`config.mk`:
```
export PLATFORM = sky130hd
export DESIGN_NAME = clock_set_ctrl
export DESIGN_NICKNAME = d
export VERILOG_FILES = /design/src/rtl/clock_set_ctrl.sv
export SDC_FILE = /design/constraint.sdc
export NUM_CORES = 1
export LEC_CHECK = 0
export BUFFER_PORTS_ARGS = -buffer_cell sky130_fd_sc_hd__buf_2
export CAP_MARGIN = 20
export CORE_UTILIZATION = 50
export CTS_BUF_LIST = sky130_fd_sc_hd__clkbuf_8
export DETAILED_ROUTE_END_ITERATION = 16
export GPL_TIMING_DRIVEN = 0
export PLACE_DENSITY = 0.68
export SLEW_MARGIN = 40
export SYNTH_ARGS = -nofsm -noshare
export SYNTH_HDL_FRONTEND = slang
export SYNTH_SLANG_ARGS = --single-unit
export TNS_END_PERCENT = 30
```
`constraint.sdc`:
```
create_clock -name clk_in -period 5 [get_ports clk_in]
set_input_delay 0.25 -clock clk_in [delete_from_list [all_inputs] [get_ports clk_in]]
set_output_delay 0.25 -clock clk_in [all_outputs]
set_load 0.05 [all_outputs]
```
`src/rtl/clock_set_ctrl.sv`:
```
// clock_set_ctrl
// Time-setting controller for the digital-clock counter chain (q5..q0 =
// HH:MM:SS BCD digits). Debounces three active-low pushbuttons, runs the
// RUN -> SET_HR -> SET_MIN -> SET_SEC mode machine, gates the chain's run
// enable, issues one-cycle adjust strobes and drives the digit blank mask.
//
// Optional feature macro: AUTO_REPEAT_EN (held inc/dec auto-repeats every
// REPEAT_CYCLES cycles in set modes). Undefined: one strobe per press.
//
// Ports:
//   clk_in    in   system clock, rising edge
//   rst       in   synchronous active-high reset
//   pb_mode_n in   raw mode button, active low
//   pb_inc_n  in   raw increment button, active low
//   pb_dec_n  in   raw decrement button, active low
//   tick_in   in   one-cycle 1 Hz enable
//   mode      out  00 RUN, 01 SET_HR, 10 SET_MIN, 11 SET_SEC
//   run_en    out  counter chain may count
//   adj_sel   out  field selected for adjust strobes (equals mode)
//   adj_up    out  one-cycle increment strobe
//   adj_dn    out  one-cycle decrement strobe
//   blank     out  per-digit blank mask, bit5..0 -> q5..q0
module clock_set_ctrl #(
  parameter int unsigned DB_COUNT      = 4,
  parameter int unsigned BLINK_DIV     = 8,
  parameter int unsigned TIMEOUT_TICKS = 3,
  parameter int unsigned REPEAT_CYCLES = 16
) (
  input  logic       clk_in,
  input  logic       rst,
  input  logic       pb_mode_n,
  input  logic       pb_inc_n,
  input  logic       pb_dec_n,
  input  logic       tick_in,
  output logic [1:0] mode,
  output logic       run_en,
  output logic [1:0] adj_sel,
  output logic       adj_up,
  output logic       adj_dn,
  output logic [5:0] blank
);

  typedef enum logic [1:0] {
    ST_RUN     = 2'b00,
    ST_SET_HR  = 2'b01,
    ST_SET_MIN = 2'b10,
    ST_SET_SEC = 2'b11
  } state_t;

  localparam logic [7:0]  DB_LAST    = 8'(DB_COUNT - 1);
  localparam logic [7:0]  TO_LAST    = 8'(TIMEOUT_TICKS - 1);
  localparam logic [15:0] BLINK_LAST = 16'(BLINK_DIV - 1);

  // Reject out-of-range configurations at elaboration time.
  generate
    if (DB_COUNT < 1 || DB_COUNT > 255) begin : g_bad_db
      $error("DB_COUNT out of range 1..255");
    end
    if (BLINK_DIV < 2 || BLINK_DIV > 65535) begin : g_bad_blink
      $error("BLINK_DIV out of range 2..65535");
    end
    if (TIMEOUT_TICKS < 1 || TIMEOUT_TICKS > 255) begin : g_bad_to
      $error("TIMEOUT_TICKS out of range 1..255");
    end
    if (REPEAT_CYCLES < 1 || REPEAT_CYCLES > 65535) begin : g_bad_rep
      $error("REPEAT_CYCLES out of range 1..65535");
    end
  endgenerate

  // Button index: 0 = mode, 1 = inc, 2 = dec.
  logic [2:0] raw_s;
  logic [2:0] sync1_r;
  logic [2:0] sync2_r;
  logic [2:0] level_r;   // accepted (debounced) level, 1 = released
  logic [2:0] hist_r;    // accepted level one cycle ago
  logic [7:0] db_cnt_r [3];
  logic [2:0] press_s;

  assign raw_s = {pb_dec_n, pb_inc_n, pb_mode_n};

  // Synchronizers and stable-sample counters for all three buttons.
  always_ff @(posedge clk_in) begin
    if (rst) begin
      sync1_r <= 3'b111;
      sync2_r <= 3'b111;
      level_r <= 3'b111;
      hist_r  <= 3'b111;
      for (int i = 0; i < 3; i++) begin
        db_cnt_r[i] <= 8'd0;
      end
    end else begin
      sync1_r <= raw_s;
      sync2_r <= sync1_r;
      hist_r  <= level_r;
      for (int i = 0; i < 3; i++) begin
        if (sync2_r[i] != level_r[i]) begin
          if (db_cnt_r[i] == DB_LAST) begin
            level_r[i]  <= sync2_r[i];
            db_cnt_r[i] <= 8'd0;
          end else begin
            db_cnt_r[i] <= db_cnt_r[i] + 8'd1;
          end
        end else begin
          db_cnt_r[i] <= 8'd0;
        end
      end
    end
  end

  // Press = accepted 1->0; combinational so the registered outputs react on
  // the very next edge.
  assign press_s = hist_r & ~level_r;

  logic mode_press_s;
  logic inc_press_s;
  logic dec_press_s;
  assign mode_press_s = press_s[0];
  assign inc_press_s  = press_s[1];
  assign dec_press_s  = press_s[2];

  state_t      state_r;
  state_t      next_state_s;
  logic [7:0]  to_cnt_r;
  logic [7:0]  to_cnt_s;
  logic [15:0] div_r;
  logic [15:0] div_s;
  logic        phase_r;
  logic        phase_s;
  logic        up_s;
  logic        dn_s;
  logic        entry_s;
  logic        restart_s;
  logic        in_set_s;
  logic [5:0]  blank_s;

`ifdef AUTO_REPEAT_EN
  localparam logic [15:0] REP_LAST = 16'(REPEAT_CYCLES - 1);
  logic        rep_arm_r;
  logic        rep_arm_s;
  logic        rep_dir_r;   // 0 = inc, 1 = dec
  logic        rep_dir_s;
  logic [15:0] rep_cnt_r;
  logic [15:0] rep_cnt_s;
  logic        held_s;
`endif

  assign in_set_s = (state_r != ST_RUN);
  assign mode     = state_r;
  assign adj_sel  = state_r;

  // Next-state, timeout, auto-repeat, blink and blank computation.
  always_comb begin
    next_state_s = state_r;
    to_cnt_s     = to_cnt_r;
    up_s         = 1'b0;
    dn_s         = 1'b0;
    entry_s      = 1'b0;
    restart_s    = 1'b0;
    div_s        = div_r;
    phase_s      = phase_r;
    blank_s      = 6'b000000;
`ifdef AUTO_REPEAT_EN
    rep_arm_s    = 1'b0;
    rep_dir_s    = rep_dir_r;
    rep_cnt_s    = 16'd0;
    held_s       = 1'b0;
`endif

    // Mode advance has priority; any coincident adjust press is dropped.
    if (mode_press_s) begin
      case (state_r)
        ST_RUN:     next_state_s = ST_SET_HR;
        ST_SET_HR:  next_state_s = ST_SET_MIN;
        ST_SET_MIN: next_state_s = ST_SET_SEC;
        ST_SET_SEC: next_state_s = ST_RUN;
        default:    next_state_s = ST_RUN;
      endcase
      to_cnt_s = 8'd0;
      entry_s  = (next_state_s != ST_RUN);
    end else if (in_set_s) begin
      if (inc_press_s && !dec_press_s) begin
        up_s = 1'b1;
      end else if (dec_press_s && !inc_press_s) begin
        dn_s = 1'b1;
      end else begin
        up_s = 1'b0;
        dn_s = 1'b0;
      end
      // A press on the final tick wins over the timeout.
      if (inc_press_s || dec_press_s) begin
        to_cnt_s = 8'd0;
      end else if (tick_in) begin
        if (to_cnt_r == TO_LAST) begin
          next_state_s = ST_RUN;
          to_cnt_s     = 8'd0;
        end else begin
          to_cnt_s = to_cnt_r + 8'd1;
        end
      end else begin
        to_cnt_s = to_cnt_r;
      end
    end else begin
      to_cnt_s = 8'd0;
    end

`ifdef AUTO_REPEAT_EN
    // Repeats are armed by an initial strobe and continue only while the
    // same button alone stays accepted-low in an unchanged set state.
    if (rep_dir_r) begin
      held_s = !level_r[2] && level_r[1];
    end else begin
      held_s = !level_r[1] && level_r[2];
    end
    if (up_s || dn_s) begin
      rep_arm_s = 1'b1;
      rep_dir_s = dn_s;
      rep_cnt_s = 16'd0;
    end else if (rep_arm_r && in_set_s && (next_state_s == state_r) &&
                 !inc_press_s && !dec_press_s && held_s) begin
      rep_arm_s = 1'b1;
      if (rep_cnt_r == REP_LAST) begin
        rep_cnt_s = 16'd0;
        up_s      = !rep_dir_r;
        dn_s      = rep_dir_r;
        to_cnt_s  = 8'd0;
      end else begin
        rep_cnt_s = rep_cnt_r + 16'd1;
      end
    end else begin
      rep_arm_s = 1'b0;
      rep_cnt_s = 16'd0;
    end
`endif

    restart_s = entry_s || up_s || dn_s;

    if (next_state_s == ST_RUN) begin
      div_s   = 16'd0;
      phase_s = 1'b0;
    end else if (restart_s) begin
      div_s   = 16'd0;
      phase_s = 1'b0;
    end else if (div_r == BLINK_LAST) begin
      div_s   = 16'd0;
      phase_s = ~phase_r;
    end else begin
      div_s   = div_r + 16'd1;
      phase_s = phase_r;
    end

    case (next_state_s)
      ST_SET_HR:  blank_s = {phase_s, phase_s, 4'b0000};
      ST_SET_MIN: blank_s = {2'b00, phase_s, phase_s, 2'b00};
      ST_SET_SEC: blank_s = {4'b0000, phase_s, phase_s};
      default:    blank_s = 6'b000000;
    endcase
  end

  // Control state and registered outputs.
  always_ff @(posedge clk_in) begin
    if (rst) begin
      state_r   <= ST_RUN;
      to_cnt_r  <= 8'd0;
      div_r     <= 16'd0;
      phase_r   <= 1'b0;
      run_en    <= 1'b1;
      adj_up    <= 1'b0;
      adj_dn    <= 1'b0;
      blank     <= 6'b000000;
`ifdef AUTO_REPEAT_EN
      rep_arm_r <= 1'b0;
      rep_dir_r <= 1'b0;
      rep_cnt_r <= 16'd0;
`endif
    end else begin
      state_r   <= next_state_s;
      to_cnt_r  <= to_cnt_s;
      div_r     <= div_s;
      phase_r   <= phase_s;
      run_en    <= (next_state_s == ST_RUN);
      adj_up    <= up_s;
      adj_dn    <= dn_s;
      blank     <= blank_s;
`ifdef AUTO_REPEAT_EN
      rep_arm_r <= rep_arm_s;
      rep_dir_r <= rep_dir_s;
      rep_cnt_r <= rep_cnt_s;
`endif
    end
  end

endmodule

```
== Word level (Yosys, flattened, before mapping) ==
Memories as Yosys holds them, arrays and structs flattened.
Index checks and enable logic that the tools add are counted.

* Output and inout port bits: 13
* ROM bits: 0
* Latch bits: 0
* Input port bits: 6
* Memories: 1
* Bits in writable memories: 24
* Register bits: 48

{| class="wikitable"
|+ Memories
! name !! depth !! width !! read ports !! clocked after Yosys merged registers in !! wr ports !! line !! source
|-
| db_cnt_r || 3 || 8 || 3 || 0 || 3 || 76 || <nowiki>logic [7:0] db_cnt_r [3];</nowiki>
|}

* Eq/ne operators: 14
* Reduce and logical (&&, ||, !) cells: 16
* Muxes and demuxes: 64
* Bitwise logic cells: 13
* $add $sub $neg: 5
* Magnitude comparators: 0
* Multiply operators: 0
* Shift-type cells: 0
* Divide/modulo/power cells: 0

{| class="wikitable"
|+ Operators with widths
! operator !! count
|-
| $mux 8 || 10
|-
| $mux 1 || 46
|-
| $add 8x1->8 const B || 4
|-
| $eq 8x2->1 const B || 4
|-
| $pmux 6 s3 || 1
|-
| $add 16x1->16 const B || 1
|-
| $eq 16x3->1 const B || 1
|-
| $mux 2 || 6
|-
| $or 1x1->1 || 9
|-
| $eq 2x2->1 const B || 4
|-
| $pmux 2 s4 || 1
|-
| $reduce_or 4->1 || 2
|-
| $reduce_and 2->1 || 3
|-
| $eq 2x1->1 const B || 2
|-
| $logic_not 2->1 || 2
|-
| $reduce_bool 2->1 || 2
|-
| $and 3x3->3 || 1
|-
| $logic_or 1x1->1 || 3
|-
| $ne 1x1->1 || 3
|-
| $not 3->3 || 1
|-
| $logic_and 1x1->1 || 2
|-
| $logic_not 1->1 || 2
|-
| $not 1->1 || 2
|}

== Depth between registers and ports, before layout ==
* Depth in word-level cells: 12
* Mapped depth: 7
* Gate-level depth less buffers: 6

== Least setup slack after synthesis ==
Ideal clock, no wire load.

* Path type: flip-flop to flip-flop
* Start point: register state_r[0], in the netlist adj_sel[0]
* End point: register div_r[10]
* Arrival: 2134 ps
* Setup slack: 2736 ps
* Required time: 4870 ps
* Library setup time: 130 ps
* Stages on the path, launching flop included: 7
* Cells stage by stage: dfxtp_1 > inv_1 > ha_1 > or4b_4 > o22ai_4 > buf_6 > nor3_1

* Cells in the longest elaborated chain, start to end: 8
* Elaborated cells on any way between the ends: 22
* Classes of those cells: eq/ne: 3; mux: 12; reduce/logical: 7

{| class="wikitable"
|+ Ends and longest elaborated chain
! what !! line !! source
|-
| start: declaration || 121 || <nowiki>state_t state_r;</nowiki>
|-
| start signal: assignment || 276 || <nowiki>state_r <= next_state_s;</nowiki>
|-
| $eq 2x2->1 (tied with other cells) || 171 || <nowiki>case (state_r)</nowiki>
|-
| $pmux 2 s4 || 171 ||
|-
| $mux 2 || 170 || <nowiki>if (mode_press_s) begin</nowiki>
|-
| $reduce_bool 2->1 || 179 || <nowiki>entry_s = (next_state_s != ST_RUN);</nowiki>
|-
| $mux 1 || 170 ||
|-
| $logic_or 1x1->1 (2 in a row) || 235 || <nowiki>restart_s = entry_s || up_s || dn_s;</nowiki>
|-
| $reduce_or 4->1 (no source line) (*) || -- ||
|-
| end signal: assignment || 278 || <nowiki>div_r <= div_s;</nowiki>
|-
| end: declaration || 125 || <nowiki>logic [15:0] div_r;</nowiki>
|}

Every way passes the cells marked *; elsewhere a longest branch is shown, timed or not. The select of a mux whose other input is x is not followed.
A chain may end at the register's enable or synchronous reset.

==> run metrics <==
switching power total 0.0002182 W; Via Count 2222; Reg-to-Reg End db_cnt_r[0][4]$_SDFFCE_PP0P_; RSZ-0062 raised after global routing false; ys flop type dfxtp_1; Slew headroom 63.12%; combinational power share 3.5%; Distinct cells, synth 40; synthesized area per cell 10.23 um2; Seq pwr share 57.5%; Clock power frac 39.0%; Tmin final 2.176 ns; setup tns final 0 ns; Worst Hold Depth 2; cts repair resizes 0; Worst Path Max Fanout 8; reg2reg path depth 6; crit end category flip-flop; Post-Syn Area 3182 um2; CTS tree yes; pwr dens 288.4 nW/um2; TritonCTS Buffers 9; Tightest Hold Check Type primary input to flip-flop; Setup CP Type flip-flop to flip-flop; post-CTS setup buffer count 0; clk sinks 69; Root Buffer clkbuf_8; GR Util met3 3.889%; Max Freq 459.5 MHz; sw frac 20.88%; Initial Util 52.80%; # port buffers 17; Worst-path clk slew 0.07 ns; worst slew pin tran 0.5485 ns; total track usage 17.17%; Vias/cell 5.027; Antenna Violating Nets Remaining 0; Most Crowded Layer GR met2; Area Overhead vs Synth 13.92%; max-slew violations 0; ant diodes 0; # fillers 533; post-DP HPWL 3727 um; vias in the first global route 2075; status completed; hold path start pb_inc_n; crit share post-route 43.53%; final setup vio count 0; met2 usage 28.10%; Overall Power 0.001045 W; sequential area share after synthesis 50.96%; ys async rst share 0%; initial DRC count 70; WL per Instance 11.75 um; core area 6026 um2; NumNets Final 377; global-route wire length before repair 8749 um; Fin. Hold Viols 0; Overflow after GRT 0; routability cong. 0.7554; Clock Skew 0.006169 ns; die width 81.77 um; Die Footprint 6686 um2; CP startpoint kind flip-flop; top cell type by total area after synthesis dfxtp_1; GR Util met1 21.27%; Routed WL 5193 um; CTS Buffer Depth 2; Die Y 81.77 um; Yosys reg bits 69; Post-CTS Hold Buffers 0; Residual DRC 0; Syn Inst Count 311; Reg2Reg Setup Slack 2.82 ns; Post-synth EDFFs 24; Worst VDD drop 0.0001624 V; CP arrival 2.26 ns; register area 1622 um2; Max H-tree Level 3; DR pass1 iterations 6; top cell type's share of synthesized area 28.31%; YS warnings 0; initial antenna violation count 0; WP data required 5.08 ns; Min-Delay Endpoint sync1_r[1]$_SDFF_PP1_; reg2reg start db_cnt_r[0][0]$_SDFFCE_PP0P_; top cells by area, synth dfxtp_1 (28%), edfxtp_1 (23%), xnor2_1 (6.1%); max-cap violations 0; site row count 28; fraction of layout cells with a size suffix above 1 14.99%; clk_lat worst skew 0.32 ns; area of the multi-input gates 1523 um2; Ports 19; total internal power 0.0008272 W; largest net degree at the start of global routing 12; Lkg Pwr 1.314 nW
[cells in the final DEF (no fill, tap or decap), types with 2 or more instances in the layout]
| cell | instances |
|---|---|
| a211o_1 | 3 |
| and3_1 | 7 |
| buf_2 | 20 |
| buf_4 | 5 |
| clkbuf_1 | 6 |
| clkbuf_8 | 9 |
| conb_1 | 24 |
| dfxtp_1 | 45 |
| edfxtp_1 | 24 |
| ha_1 | 9 |
| inv_1 | 15 |
| nand2_1 | 11 |
| nand3_1 | 20 |
| nand4_1 | 5 |
| nor2_1 | 42 |
| nor2b_1 | 5 |
| nor3_1 | 23 |
| nor4_1 | 10 |
| nor4b_1 | 4 |
| o21ai_2 | 2 |
| o31ai_1 | 2 |
| or2_2 | 9 |
| or3_1 | 5 |
| or4b_1 | 2 |
| xnor2_1 | 22 |
| xor2_1 | 21 |
[logic make-up after synthesis]
logic type               after synthesis  share of synthesized area [%]
flip-flops                            69                          50.96
XOR/XNOR                              43                          11.84
buffers and inverters                 25                          3.893
other                                  1                         0.1179
adder cells (fa/ha/maj)                9                          3.539
AND/OR/NAND/NOR                      150                          25.21
AO/OA/AOI/OAI                         12                          3.775
multiplexers                           2                         0.6685
[per-layer routing]
layer | vias to the layer above | wire (um)
met5 | - | 0
met4 | 0 | 84
met3 | 9 | 141
met2 | 27 | 2433
met1 | 1021 | 2534
li1 | 1165 | -
[state kept, by name, summed over array words and instances, names as in the netlist]
signal and flops:
adj_dn 1, adj_sel 2, adj_up 1, blank 3, db_cnt_r 24, div_r 16, hist_r 3, level_r 3
phase_r 1, run_en 1, sync1_r 3, sync2_r 3, to_cnt_r 8
[metrics by stage]
step / hold slack, ns / setup WS (ns) / instances / util, % / instance area, um2
2_1_floorplan: 0.3538 / 2.736 / 334 / - / 3268
3_3_place_gp: 0.3920 / 2.829 / 426 / 57.21 / 3447
3_5_place_dp: 0.3972 / 2.800 / 426 / 57.21 / 3447
4_1_cts: 0.09095 / 2.788 / 442 / 60.15 / 3625
5_1_grt: 0.09679 / 2.564 / 442 / 60.15 / 3625
6_report: 0.1058 / 2.824 / 442 / 60.15 / 3625
[how the worst max path moves through the flow]
stage | start | cells after the start | end
floorplan | adj_sel[0]$_SDFF_PP0_ | 6 | div_r[10]$_SDFF_PP0_
global placement | db_cnt_r[0][0]$_SDFFCE_PP0P_ | 6 | db_cnt_r[0][5]$_SDFFCE_PP0P_
detailed placement | db_cnt_r[0][0]$_SDFFCE_PP0P_ | 6 | db_cnt_r[0][4]$_SDFFCE_PP0P_
CTS | db_cnt_r[0][0]$_SDFFCE_PP0P_ | 6 | db_cnt_r[0][4]$_SDFFCE_PP0P_
global route | db_cnt_r[0][0]$_SDFFCE_PP0P_ | 6 | db_cnt_r[0][7]$_SDFFCE_PP0P_
finish | db_cnt_r[0][0]$_SDFFCE_PP0P_ | 6 | db_cnt_r[0][4]$_SDFFCE_PP0P_
[cell usage after synthesis (3+ instances only)]
cell / instances
dfxtp_1: 45
nor2_1: 42
edfxtp_1: 24
nor3_1: 23
xnor2_1: 22
xor2_1: 21
nand3_1: 20
nand2_1: 11
inv_1: 10
nor4_1: 10
ha_1: 9
or2_2: 9
and3_1: 7
clkbuf_1: 6
buf_4: 5
nand4_1: 5
nor2b_1: 5
or3_1: 5
nor4b_1: 4
a211o_1: 3
buf_2: 3
[layout make-up]
| type | instances | area share, % |
|---|---|---|
| Multi-Input combinational cell | 240 | 42.01 |
| Sequential cell | 69 | 44.74 |
| Buffer | 15 | 2.382 |
| Timing Repair Buffer | 17 | 2.347 |
| Inverter | 10 | 1.036 |
| Clock buffer | 9 | 3.417 |
| Tap cell | 75 | 2.589 |
| Clock inverter | 7 | 1.484 |
[worst max-delay path, stage by stage (launching register included)]
cell      delay [ns]
edfxtp_1        0.41
ha_1            0.24
or4b_1          0.46
nor4_1          0.40
or3_1           0.17
buf_2           0.18
nor2_1          0.07
[power by group through the flow]
stage	logic (W)	registers (W)	clock network (W)
3_3_place_gp	0.0000358	0.000614	0
2_1_floorplan	0.0000283	0.000612	0
3_5_place_dp	0.0000363	0.000614	0
5_1_grt	0.0000425	0.000603	0.000443
4_1_cts	0.0000366	0.000601	0.000420
6_report	0.0000367	0.000602	0.000407
Power figures use the tool's default switching activity.
